[src/rtl/decode_pkg.sv]
// Shared decode definitions: opcode map, instruction classes, FSM states.
package decode_pkg;

    localparam logic [7:0] OP_NOP    = 8'h00;
    localparam logic [7:0] OP_ALU_LO = 8'h01;
    localparam logic [7:0] OP_ALU_HI = 8'h1F;
    localparam logic [7:0] OP_LDI    = 8'h20;
    localparam logic [7:0] OP_NW_LO  = 8'h21;
    localparam logic [7:0] OP_NW_HI  = 8'h3E;
    localparam logic [7:0] OP_RET    = 8'h3F;
    localparam logic [7:0] OP_HALT   = 8'hFF;

    typedef enum logic [1:0] {
        ST_RUN,
        ST_RET_WAIT,
        ST_HALTED
    } dec_state_e;

    typedef enum logic [2:0] {
        CL_NOP,
        CL_ALU,
        CL_LDI,
        CL_NOWR,
        CL_RET,
        CL_HALT,
        CL_ILL
    } op_class_e;

    function automatic op_class_e op_class(input logic [7:0] op);
        op_class_e c;
        unique case (1'b1)
            op == OP_NOP:                      c = CL_NOP;
            op >= OP_ALU_LO && op <= OP_ALU_HI: c = CL_ALU;
            op == OP_LDI:                      c = CL_LDI;
            op >= OP_NW_LO && op <= OP_NW_HI:  c = CL_NOWR;
            op == OP_RET:                      c = CL_RET;
            op == OP_HALT:                     c = CL_HALT;
            default:                           c = CL_ILL;
        endcase
        return c;
    endfunction

endpackage

[src/rtl/decode_scoreboard.sv]
// One pending bit per GPR; set wins over a same-cycle clear.
// Register 0 is hard-wired clear.
module decode_scoreboard #(
    parameter int NUM_REGS = 16,
    parameter int RA_W     = $clog2(NUM_REGS)
) (
    input  logic            clock,
    input  logic            nreset,
    input  logic            set_en,
    input  logic [RA_W-1:0] set_addr,
    input  logic            clr_a_en,
    input  logic [RA_W-1:0] clr_a_addr,
    input  logic            clr_b_en,
    input  logic [RA_W-1:0] clr_b_addr,
    input  logic [RA_W-1:0] q_a_addr,
    input  logic [RA_W-1:0] q_b_addr,
    input  logic [RA_W-1:0] q_c_addr,
    output logic            q_a,
    output logic            q_b,
    output logic            q_c
);

    logic [NUM_REGS-1:0] pend;
    logic [NUM_REGS-1:0] pend_nxt;

    always_comb begin
        pend_nxt = pend;
        for (int i = 0; i < NUM_REGS; i++) begin
            if (clr_a_en && clr_a_addr == RA_W'(i))
                pend_nxt[i] = 1'b0;
            if (clr_b_en && clr_b_addr == RA_W'(i))
                pend_nxt[i] = 1'b0;
            if (set_en && set_addr == RA_W'(i))
                pend_nxt[i] = 1'b1;
        end
        pend_nxt[0] = 1'b0;
    end

    always_ff @(posedge clock or negedge nreset) begin
        if (!nreset)
            pend <= '0;
        else
            pend <= pend_nxt;
    end

    assign q_a = pend[q_a_addr];
    assign q_b = pend[q_b_addr];
    assign q_c = pend[q_c_addr];

endmodule

[src/rtl/decode_pipe.sv]
// Decode stage: field split, hazard stall on scoreboard, ID/EX register,
// and a small RUN / RET_WAIT / HALTED control FSM.
module decode_pipe
    import decode_pkg::*;
#(
    parameter  int DATA_W   = 8,
    parameter  int NUM_REGS = 16,
    parameter  int RET_LAT  = 2,
    localparam int RA_W     = $clog2(NUM_REGS)
) (
    input  logic              clock,
    input  logic              nreset,
    input  logic              if_valid,
    output logic              if_ready,
    input  logic [31:0]       if_instr,
    output logic [RA_W-1:0]   rf_addr_top,
    output logic [RA_W-1:0]   rf_addr_bot,
    input  logic [DATA_W-1:0] rf_data_top,
    input  logic [DATA_W-1:0] rf_data_bot,
    input  logic              wb_wen,
    input  logic [RA_W-1:0]   wb_addr,
    input  logic              flush,
    output logic              ex_valid,
    input  logic              ex_ready,
    output logic [7:0]        ex_opcode,
    output logic [RA_W-1:0]   ex_dst,
    output logic              ex_wen,
    output logic [DATA_W-1:0] ex_data_top,
    output logic [DATA_W-1:0] ex_data_bot,
    output logic              ret_pending,
    output logic              halted,
    output logic              illegal_opcode
);

    localparam int CNT_W = $clog2(RET_LAT + 1);

    logic [7:0]      opcode;
    logic [RA_W-1:0] dst;
    logic [RA_W-1:0] src_top;
    logic [RA_W-1:0] src_bot;
    logic [7:0]      imm;
    logic            unused_instr;

    assign opcode       = if_instr[7:0];
    assign dst          = if_instr[8+:RA_W];
    assign src_top      = if_instr[16+:RA_W];
    assign src_bot      = if_instr[24+:RA_W];
    assign imm          = if_instr[31:24];
    assign unused_instr = ^if_instr;

    assign rf_addr_top = src_top;
    assign rf_addr_bot = src_bot;

    op_class_e cls;
    logic      is_alu;
    logic      is_ldi;
    logic      is_ret;
    logic      is_halt;
    logic      is_ill;
    logic      wr_req;

    assign cls     = op_class(opcode);
    assign is_alu  = cls == CL_ALU;
    assign is_ldi  = cls == CL_LDI;
    assign is_ret  = cls == CL_RET;
    assign is_halt = cls == CL_HALT;
    assign is_ill  = cls == CL_ILL;
    assign wr_req  = (is_alu || is_ldi) && dst != '0;

    logic pend_top;
    logic pend_bot;
    logic pend_dst;
    logic hazard;

    // No forwarding: a same-cycle writeback does not release the stall.
    assign hazard = (is_alu && (pend_top || pend_bot))
                  || ((is_alu || is_ldi) && pend_dst);

    dec_state_e       state;
    dec_state_e       state_nxt;
    logic [CNT_W-1:0] cnt;
    logic [CNT_W-1:0] cnt_nxt;
    logic             started;
    logic             in_run;
    logic             accept;
    logic             load;

    assign accept = if_valid && if_ready;
    assign load   = accept && !is_ill;

    always_ff @(posedge clock or negedge nreset) begin
        if (!nreset) begin
            state       <= ST_RUN;
            cnt         <= '0;
            ret_pending <= 1'b0;
            halted      <= 1'b0;
        end else begin
            state       <= state_nxt;
            cnt         <= cnt_nxt;
            ret_pending <= state_nxt == ST_RET_WAIT;
            halted      <= state_nxt == ST_HALTED;
        end
    end

    always_comb begin
        state_nxt = state;
        cnt_nxt   = cnt;
        unique case (state)
            ST_RUN: begin
                if (accept && is_ret) begin
                    state_nxt = ST_RET_WAIT;
                    cnt_nxt   = CNT_W'(RET_LAT);
                end else if (accept && (is_halt || is_ill)) begin
                    state_nxt = ST_HALTED;
                end
            end
            ST_RET_WAIT: begin
                if (flush || cnt == '0) begin
                    state_nxt = ST_RUN;
                    cnt_nxt   = '0;
                end else begin
                    cnt_nxt = cnt - 1'b1;
                end
            end
            ST_HALTED: state_nxt = ST_HALTED;
            default:   state_nxt = ST_RUN;
        endcase
    end

    always_comb begin
        in_run   = state == ST_RUN;
        if_ready = in_run && started && !hazard
                 && (!ex_valid || ex_ready) && !flush;
    end

    // Holds off the first accept until one edge after reset release.
    always_ff @(posedge clock or negedge nreset) begin
        if (!nreset)
            started <= 1'b0;
        else
            started <= 1'b1;
    end

    always_ff @(posedge clock or negedge nreset) begin
        if (!nreset)
            illegal_opcode <= 1'b0;
        else if (accept && is_ill)
            illegal_opcode <= 1'b1;
    end

    always_ff @(posedge clock or negedge nreset) begin
        if (!nreset) begin
            ex_valid    <= 1'b0;
            ex_opcode   <= '0;
            ex_dst      <= '0;
            ex_wen      <= 1'b0;
            ex_data_top <= '0;
            ex_data_bot <= '0;
        end else if (flush) begin
            ex_valid <= 1'b0;
        end else if (load) begin
            ex_valid  <= 1'b1;
            ex_opcode <= opcode;
            ex_dst    <= dst;
            ex_wen    <= wr_req;
            if (is_ldi) begin
                ex_data_top <= DATA_W'(imm);
                ex_data_bot <= '0;
            end else if (is_alu) begin
                ex_data_top <= rf_data_top;
                ex_data_bot <= rf_data_bot;
            end else begin
                ex_data_top <= '0;
                ex_data_bot <= '0;
            end
        end else if (ex_ready) begin
            ex_valid <= 1'b0;
        end
    end

    decode_scoreboard #(
        .NUM_REGS (NUM_REGS),
        .RA_W     (RA_W)
    ) u_sb (
        .clock      (clock),
        .nreset     (nreset),
        .set_en     (load && wr_req),
        .set_addr   (dst),
        .clr_a_en   (wb_wen),
        .clr_a_addr (wb_addr),
        .clr_b_en   (flush && ex_valid && ex_wen),
        .clr_b_addr (ex_dst),
        .q_a_addr   (src_top),
        .q_b_addr   (src_bot),
        .q_c_addr   (dst),
        .q_a        (pend_top),
        .q_b        (pend_bot),
        .q_c        (pend_dst)
    );

endmodule

[config.mk]
export PLATFORM = sky130hd
export DESIGN_NAME = decode_pipe
export DESIGN_NICKNAME = d
export VERILOG_FILES = /design/src/rtl/decode_pkg.sv /design/src/rtl/decode_scoreboard.sv /design/src/rtl/decode_pipe.sv
export SDC_FILE = /design/constraint.sdc
export NUM_CORES = 1
export LEC_CHECK = 0
export CORE_MARGIN = 3
export CORE_UTILIZATION = 30
export DETAILED_ROUTE_END_ITERATION = 10
export DONT_BUFFER_PORTS = 1
export HOLD_SLACK_MARGIN = 0.15
export PLACE_DENSITY = 0.46
export SYNTH_ARGS = -nofsm -noshare
export SYNTH_HDL_FRONTEND = slang
export SYNTH_SLANG_ARGS = --single-unit
[constraint.sdc]
create_clock -name clock -period 9.56 [get_ports clock]
set_input_delay 2.39 -clock clock [delete_from_list [all_inputs] [get_ports clock]]
set_output_delay 2.39 -clock clock [all_outputs]
set_load 0.02 [all_outputs]
# Word-level counts from Yosys, hierarchy flattened

Index checks and enable logic that the tools add are counted.

Flip-flop bits (word level): 53
Input port bits: 58
Output and inout port bits: 42
Logic and storage cells: 255

Add/subtract/negate cells: 1
$lt $le $gt $ge: 7
Equal/unequal tests: 58
Multiplexer cells: 66
Bitwise gates (word level): 1
Reduce and logical (&&, ||, !) cells: 95

Operator list:

| operator           | number |
|---|---|
| $eq 4x4->1 const B | 24 |
| $logic_and 1x1->1  | 62 |
| $mux 1             | 51 |
| $eq 4x3->1 const B | 12 |
| $reduce_bool 3->1  | 16 |
| $mux 8             | 4 |
| $eq 4x2->1 const B | 6 |
| $pmux 3 s6         | 1 |
| $eq 8x6->1 const B | 2 |
| $lt 4x5->1 const B | 3 |
| $bmux 1 s4         | 3 |
| $eq 4x1->1 const B | 3 |
| $mux 2             | 5 |
| $eq 3x3->1 const B | 3 |
| $eq 8x8->1 const B | 1 |
| $ge 8x1->1 const B | 1 |
| $ge 8x6->1 const B | 1 |
| $le 8x5->1 const B | 1 |
| $le 8x6->1 const B | 1 |
| $logic_not 8->1    | 1 |
| $logic_or 1x1->1   | 6 |
| $pmux 2 s3         | 1 |
| $eq 2x1->1 const B | 2 |
| $eq 2x2->1 const B | 2 |
| 11 further kinds   | 16 |

# Logic depth before layout (Yosys ltp)

Gate-level depths: netlist of run 1.

Depth after elaboration: 17
Mapped depth: 9
Depth with buffers taken out: 6

# Hierarchy

From an unflattened synthesis of run 1, not the netlist that was laid out.

Cells, all modules: 280
Area total of the unflattened synthesis: 3029.2 um2

Modules (own cells, without submodules):

| module            | instances | cells an instance | area an instance (um2) | seq. area each (um2) |
|---|---|---|---|---|
| decode_pipe       | 1         | 165               | 1818.0                 | 950.9 |
| decode_scoreboard | 1         | 115               | 1211.2                 | 375.4 |

# Least setup slack after synthesis of run 1

No wires, ideal clock.

Path kind: in2out
From: input port if_instr[2]
To: output port if_ready
Data arrival time: 4022 ps
Data required time: 7170 ps
Path slack: 3148 ps
Cell stages on the path: 5
Path buffers: 0
Path through: or4_4 > or3b_4 > a221oi_4 > nand2_2 > and4_1

Cells in the longest elaborated chain, start to end: 11
Elaborated cells between the ends (all ways): 21
Classes of those cells: order compare: 4; eq/ne: 5; mux: 1; reduce/logical: 11

Ends and longest elaborated chain:

| what                                            | line                                 | source |
|---|---|---|
| from (decl)                                     | decode_pipe.sv:15                    | `input logic [31:0] if_instr,` |
| $ge 8x6->1 (tied with other cells)              | decode_pkg.sv:35                     | `op >= OP_NW_LO && op <= OP_NW_HI: c = CL_NOWR;` |
| $logic_and 1x1->1 (on tied branches)            | decode_pkg.sv:35, decode_pkg.sv:33   |  |
| $pmux 3 s6 *                                    | decode_pkg.sv:31                     | `unique case (1'b1)` |
| $eq 3x1->1 / $eq 3x2->1 (equally long branches) | decode_pipe.sv:63, decode_pipe.sv:64 |  |
| $logic_or 1x1->1                                | decode_pipe.sv:77                    | `\|\| ((is_alu \|\| is_ldi) && pend_dst);` |
| $logic_and 1x1->1                               | decode_pipe.sv:77                    |  |
| $logic_or 1x1->1 *                              | decode_pipe.sv:77                    |  |
| $logic_not 1->1 *                               | decode_pipe.sv:132                   | `if_ready = in_run && started && !hazard` |
| $logic_and 1x1->1 *                             | decode_pipe.sv:132                   |  |
| $logic_and 1x1->1 * (2 in series)               | decode_pipe.sv:133                   | `&& (!ex_valid \|\| ex_ready) && !flush;` |
| to (decl)                                       | decode_pipe.sv:14                    | `output logic if_ready,` |

Every way passes the cells marked *; elsewhere a longest branch is shown, timed or not.

# Worst setup path in the final report of run 1

From: input port if_instr[6]
To: output port if_ready

The elaborated chain is that of the path after synthesis.

==> reports/qor.csv, run 1 <==
metric,value,unit
outcome,finished clean,
die_y,106,µm
final_cells,402,
ys_seq_area_share,44.2,%
synth_edf_count,0,
maxCapViolations,0,
power_density,172,nW/µm²
setup_ws,2840,ps
dp.cells,394,
required,7170,ps
whs,457,ps
worstSkewPairLatency,300,ps
period_needed,6720,ps
grt.busiest_layer,met2,
final_min_period_over_clock_period,70.3,%
yosys.area.top_type,dfrtp_1,
die_w,106,µm
grtUsageMet2,22.9,%
drv_slew,0,
cts_setup_buffers,0,
cp-start-kind,input pin,
tns,0,ps
path_class,in -> out,
initial_core_util,31.7,%
hold_buffers,0,
grt_usage,14.4,%
synth_cell_types,52,
fill_cells,999,
antenna_found_initial,0,
synth_top_area_share,44.2,%
worst-r2r-setup-slack,6820,ps
setup_viol,0,
num_antenna_cells,0,
synthFlopType,dfrtp_1,
yosysWarnings,0,
synth_seq_cells,53,
cts_tree,yes,
hold_viol,0,
p_leak,1.36,nW
critPathCaptureType,output pin,
drt_drc_violations_left,0,
async_flop_share,100,%
placementRows,35,
routedWlPerCell,19.8,µm
h-tree-depth,2,
syn_area_per_cell,10.7,µm²
hpwl,5930,µm
fin_nets,331,
synthCells,281,
grt_pass1_vias,2335,
dp_worst_setup_slack,2880,ps
drt-pass1-iter-count,4,
dr_total_vias,2206,
drtAntennaViolNets,0,
place.gp.congestion,0.908,
overflow,0,
synth.area.top_cells,"dfrtp_1 (44%), mux2_2 (7.1%), mux2i_1 (5.3%), o221ai_1 (3.8%), mux4_2 (3.8%)",
dr.first_iter.drc_count,140,
area_growth,5.59,%
met3_usage,5.10,%
cp.arrival,4330,ps
slew_headroom,14.9,%
viasPerCell,5.49,
rsz0062_at_grt,false,
core_area,9460,µm²
design_area,3170,µm²
fmax,0.149,GHz
finalClockSkew,8.55,ps
hold_class,reg -> reg,
cts-buffers-inserted,5,
post_dp_cell_area,3050,µm²
drt-total-wl,7940,µm
synth_nets,340,
tightest_slew,1270,ps
vdd_drop_max,0.0700,mV
grt_pass1_wl,12800,µm
use_met1,18.9,%
grt_max_degree,54,
cp_max_fo,17,
cts-resized-gates,0,
clock_path_buffers,2,
dieArea,11200,µm²
io_pins,100,
path_clk_slew,100,ps
syn_area,3000,µm²
root_buffer,clkbuf_8,
clkSinkCount,53,
final_layout_size_suffix_gt1_share,17.9,%
port_buffers,0,
[cells in the mapped netlist, drive strengths merged, types with 4 or more instances]
master / instances
nor2b: 6
nand3: 5
dfrtp: 53
clkbuf: 4
mux2i: 16
mux4: 5
o221ai: 13
nand2b: 5
nor2: 13
buf: 13
nand2: 28
or3b: 4
mux2: 21
a21oi: 4
o21ai: 17
inv: 15
a22o: 8
nand3b: 5
[metrics by stage]
step,util (%),total power [W]
after CTS,33.5,0.000552
after floorplan,-,0.000376
after global placement,32.2,0.000387
after detailed placement,32.2,0.000390
after global routing,33.5,0.000573
final,33.5,0.000545
[metal layers]
metal / up-vias / wire (µm)
met5: - / 0
met4: 0 / 68
met3: 9 / 729
met2: 98 / 3910
met1: 1074 / 3230
li1: 1025 / -
[power breakdown]
part | internal, W | switching, W | leakage, nW
Sequential | 0.000256 | 0.0000685 | 0.691
Clock | 0.0000853 | 0.0000764 | 0.0574
Combinational | 0.0000304 | 0.0000284 | 0.614
Total | 0.000372 | 0.000173 | 1.36
[flip-flops by register name, indices dropped and copies added (netlist names)]
name            count
halted              1
ex_data_top         8
illegal_opcode      1
cnt                 2
ret_pending         1
ex_wen              1
ex_data_bot         8
state               2
ex_dst              4
ex_opcode           8
started             1
ex_valid            1
u_sb.pend          15
[final cells by class]
cell class              count  area, µm²  area share (%)
flip-flops and latches     53       1330            41.8
clock buffers               6       82.6            2.61
inverters                  15       56.3            1.78
multi-input cells         196       1500            47.3
repair buffers              1       7.51           0.237
clock inverters             2       37.5            1.18
well taps                 129        161            5.09
[critical path, cell delays in order]
cell	delay (ps)
or2_2	340
nor3_2	1010
o21ai_2	220
and4_1	360
[layout by cell type, fill, tap and decap left out, types with 2 or more instances in the layout]
cell	instances
mux2i_1	16
a31o_2	3
nand3_1	5
a21oi_1	4
nand2b_1	5
o22ai_1	3
o31ai_1	2
o32ai_1	3
o21ai_0	15
a221oi_1	2
clkbuf_8	6
a31oi_1	3
or3b_2	3
nand3b_1	5
mux2_2	19
mux2_1	2
nand2_1	27
a22o_1	8
inv_1	15
o21bai_1	3
nor2_1	13
or2_2	3
mux4_2	5
nand4_1	2
and3_1	3
nand4b_1	2
o221ai_1	13
o2bb2ai_1	2
nor2b_1	6
and2_1	2
dfrtp_1	53
[kinds of logic (layout without fill, tap and decap cells)]
group,count (synthesis),count (layout),synth area share (%)
compound gates,66,66,16.5
fa+ha+maj,1,1,0.417
buf+inv,32,24,6.09
flops,53,53,44.2
mux,42,42,17.0
other cells,1,1,0.125
simple gates,86,86,15.7
[worst paths after layout]
check                                         start                          to  cells past startpoint
max                                     if_instr[6]                    if_ready                      4
min                              cnt[0]$_DFFE_PN0P_          cnt[0]$_DFFE_PN0P_                      1
max reg2reg                u_sb.pend[8]$_DFFE_PN0P_  ex_data_top[2]$_DFFE_PN0P_                      7
min reg2reg                      cnt[0]$_DFFE_PN0P_          cnt[0]$_DFFE_PN0P_                      1
max in group asynchronous                    nreset  ex_data_top[2]$_DFFE_PN0P_                      0
min in group asynchronous                    nreset    ex_opcode[6]$_DFFE_PN0P_                      0
Power figures use the tool's default switching activity.
==> inputs of run 2 (changes only) <==
Settings changed: PLACE_DENSITY 0.46 to 0.47.
Clock period 9.56 ns to 5.91 ns, I/O delays scaled along.
==> reports/qor.csv, run 2 (synthesis gave the netlist of run 1 again) <==
metric,value,unit,change
drt-total-wl,8000,µm,was 7940 µm
worstReg2RegStart,u_sb.pend[8]$_DFFE_PN0P_,,unchanged
worst-r2r-setup-slack,2790,ps,was 6820 ps
p_seq_share,61.0,%,was 59.5%
design_area,3160,µm²,was 3170 µm²
wl_met2,3800,µm,was 3910 µm
cts_tree,yes,,unchanged
final_common_cell,dfrtp_1,,unchanged
regMostFlops,u_sb.pend,,unchanged
hold_buffers,0,,unchanged
post_dp_cell_area,3060,µm²,was 3050 µm²
cts-buffers-inserted,5,,unchanged
viasPerCell,5.54,,was 5.49
drt-pass1-iter-count,4,,unchanged
wl_met3,711,µm,was 729 µm
root_buffer,clkbuf_8,,unchanged
cts_setup_buffers,0,,unchanged
rsz0062_at_grt,false,,unchanged
grt_usage,14.1,%,was 14.4%
die_y,106,µm,unchanged
placementRows,35,,unchanged
port_buffers,0,,unchanged
clock_path_buffers,2,,unchanged
die_w,106,µm,unchanged
hold_start,cnt[0]$_DFFE_PN0P_,,unchanged
required,4430,ps,was 7170 ps
largest_register_ffs,15,,unchanged
cp.arrival,3190,ps,was 4330 ps
final_cell_mix,"dfrtp_1 (53), nand2_1 (27), mux2_2 (19), mux2i_1 (16)",,unchanged
cts-resized-gates,0,,unchanged
hpwl,5890,µm,was 5930 µm
period_needed,4670,ps,
drtAntennaViolNets,0,,unchanged
clkSinkCount,53,,unchanged
power_density,273,nW/µm²,was 172 nW/µm²
overflow,0,,unchanged
worstSkewPairLatency,300,ps,about the same
h-tree-depth,2,,unchanged
internal_power,0.000587,W,was 0.000372 W
final_layout_size_suffix_gt1_share,17.9,%,unchanged
area_growth,5.29,%,was 5.59%
num_antenna_cells,0,,unchanged
antenna_found_initial,0,,unchanged
dr_total_vias,2227,,was 2206
outcome,finished clean,,unchanged
path_class,in -> out,,unchanged
cp-start-kind,input pin,,unchanged
r2r-end,ex_data_top[1]$_DFFE_PN0P_,,was ex_data_top[2]$_DFFE_PN0P_
power.switching,0.000276,W,was 0.000173 W
slew_headroom,45.4,%,was 14.9%
place.gp.congestion,0.792,,was 0.908
wl_met1,3350,µm,was 3230 µm
fin_nets,332,,was 331
power_frac_comb,11.0,%,was 10.8%
drt_drc_violations_left,0,,unchanged
tns,0,ps,unchanged
finalClockSkew,6.71,ps,was 8.55 ps
critPathCaptureType,output pin,,unchanged
path_clk_slew,90,ps,was 100 ps
vdd_drop_max,0.138,mV,was 0.0700 mV
grt_max_degree,54,,unchanged
grt_pass1_wl,12300,µm,was 12800 µm
holdPathStages,1,,unchanged
core_area,9460,µm²,unchanged
p_sw_share,32.0,%,was 31.8%
drv_slew,0,,unchanged
initial_core_util,31.7,%,unchanged
whs,461,ps,was 457 ps
whs_endpoint,cnt[0]$_DFFE_PN0P_,,unchanged
top_layer,met4,,unchanged
clock_power_share,27.9,%,was 29.7%
fmax,0.214,GHz,
dieArea,11200,µm²,unchanged
grt_pass1_vias,2189,,was 2335
final_min_period_over_clock_period,79.0,%,
r2r_cells,7,,unchanged
setup_viol,0,,unchanged
hold_viol,0,,unchanged
io_pins,100,,unchanged
p_leak,1.36,nW,about the same
cp_max_fo,3,,was 17
tightest_slew,817,ps,was 1270 ps
routedWlPerCell,19.9,µm,was 19.8 µm
hold_class,reg -> reg,,unchanged
dr.first_iter.drc_count,141,,was 140
maxCapViolations,0,,unchanged
[run 2: how the worst max path moves through the flow]
stage | startpoint | endpoint | slack (ps) | depth (start not counted)
3_5_place_dp | if_instr[2] | if_ready | 1240 | 5
2_1_floorplan | if_instr[2] | if_ready | 1320 | 5
3_3_place_gp | if_instr[2] | if_ready | 1240 | 5
5_1_grt | if_instr[2] | if_ready | 1190 | 5
6_report | if_instr[2] | if_ready | 1240 | 5
4_1_cts | if_instr[2] | if_ready | 1230 | 5
[run 2: layout make-up]
class,count,area (µm²)
fill,990,6300
tap,129,161
clock buffer,5,68.8
inverter,15,56.3
timing repair buffer,2,15.0
sequential,53,1330
multi-input combinational,196,1500
clock inverter,2,35.0
[run 2: power by group through the flow]
| stage | clock network, W | logic (W) | registers (W) |
|---|---|---|---|
| 2_1_floorplan | 0 | 0.0000929 | 0.000515 |
| 3_3_place_gp | 0 | 0.0000926 | 0.000536 |
| 3_5_place_dp | 0 | 0.0000951 | 0.000536 |
| 4_1_cts | 0.000252 | 0.0000957 | 0.000529 |
| 5_1_grt | 0.000267 | 0.000108 | 0.000535 |
| 6_report | 0.000241 | 0.0000952 | 0.000527 |
[run 2: layer usage]
| metal | GRT usage (%) | up-vias |
|---|---|---|
| met1 | 17.9 | 1092 |
| met5 | 0 | - |
| met2 | 22.8 | 100 |
| met3 | 4.80 | 14 |
| met4 | 3.98 | 0 |
| li1 | - | 1021 |
[run 2: critical path: stages]
cell and delay (ps):
or4_4 530, or3b_4 430, a221oi_4 330, nand2_2 110, and4_1 300
[run 2: per-stage QoR]
step	instances	setup slack, ps	total power [W]	utilization, %
2_1_floorplan	281	1320	0.000608	-
3_3_place_gp	395	1240	0.000629	32.3
3_5_place_dp	395	1240	0.000631	32.3
4_1_cts	402	1230	0.000877	33.4
5_1_grt	402	1190	0.000910	33.4
6_report	402	1240	0.000863	33.4
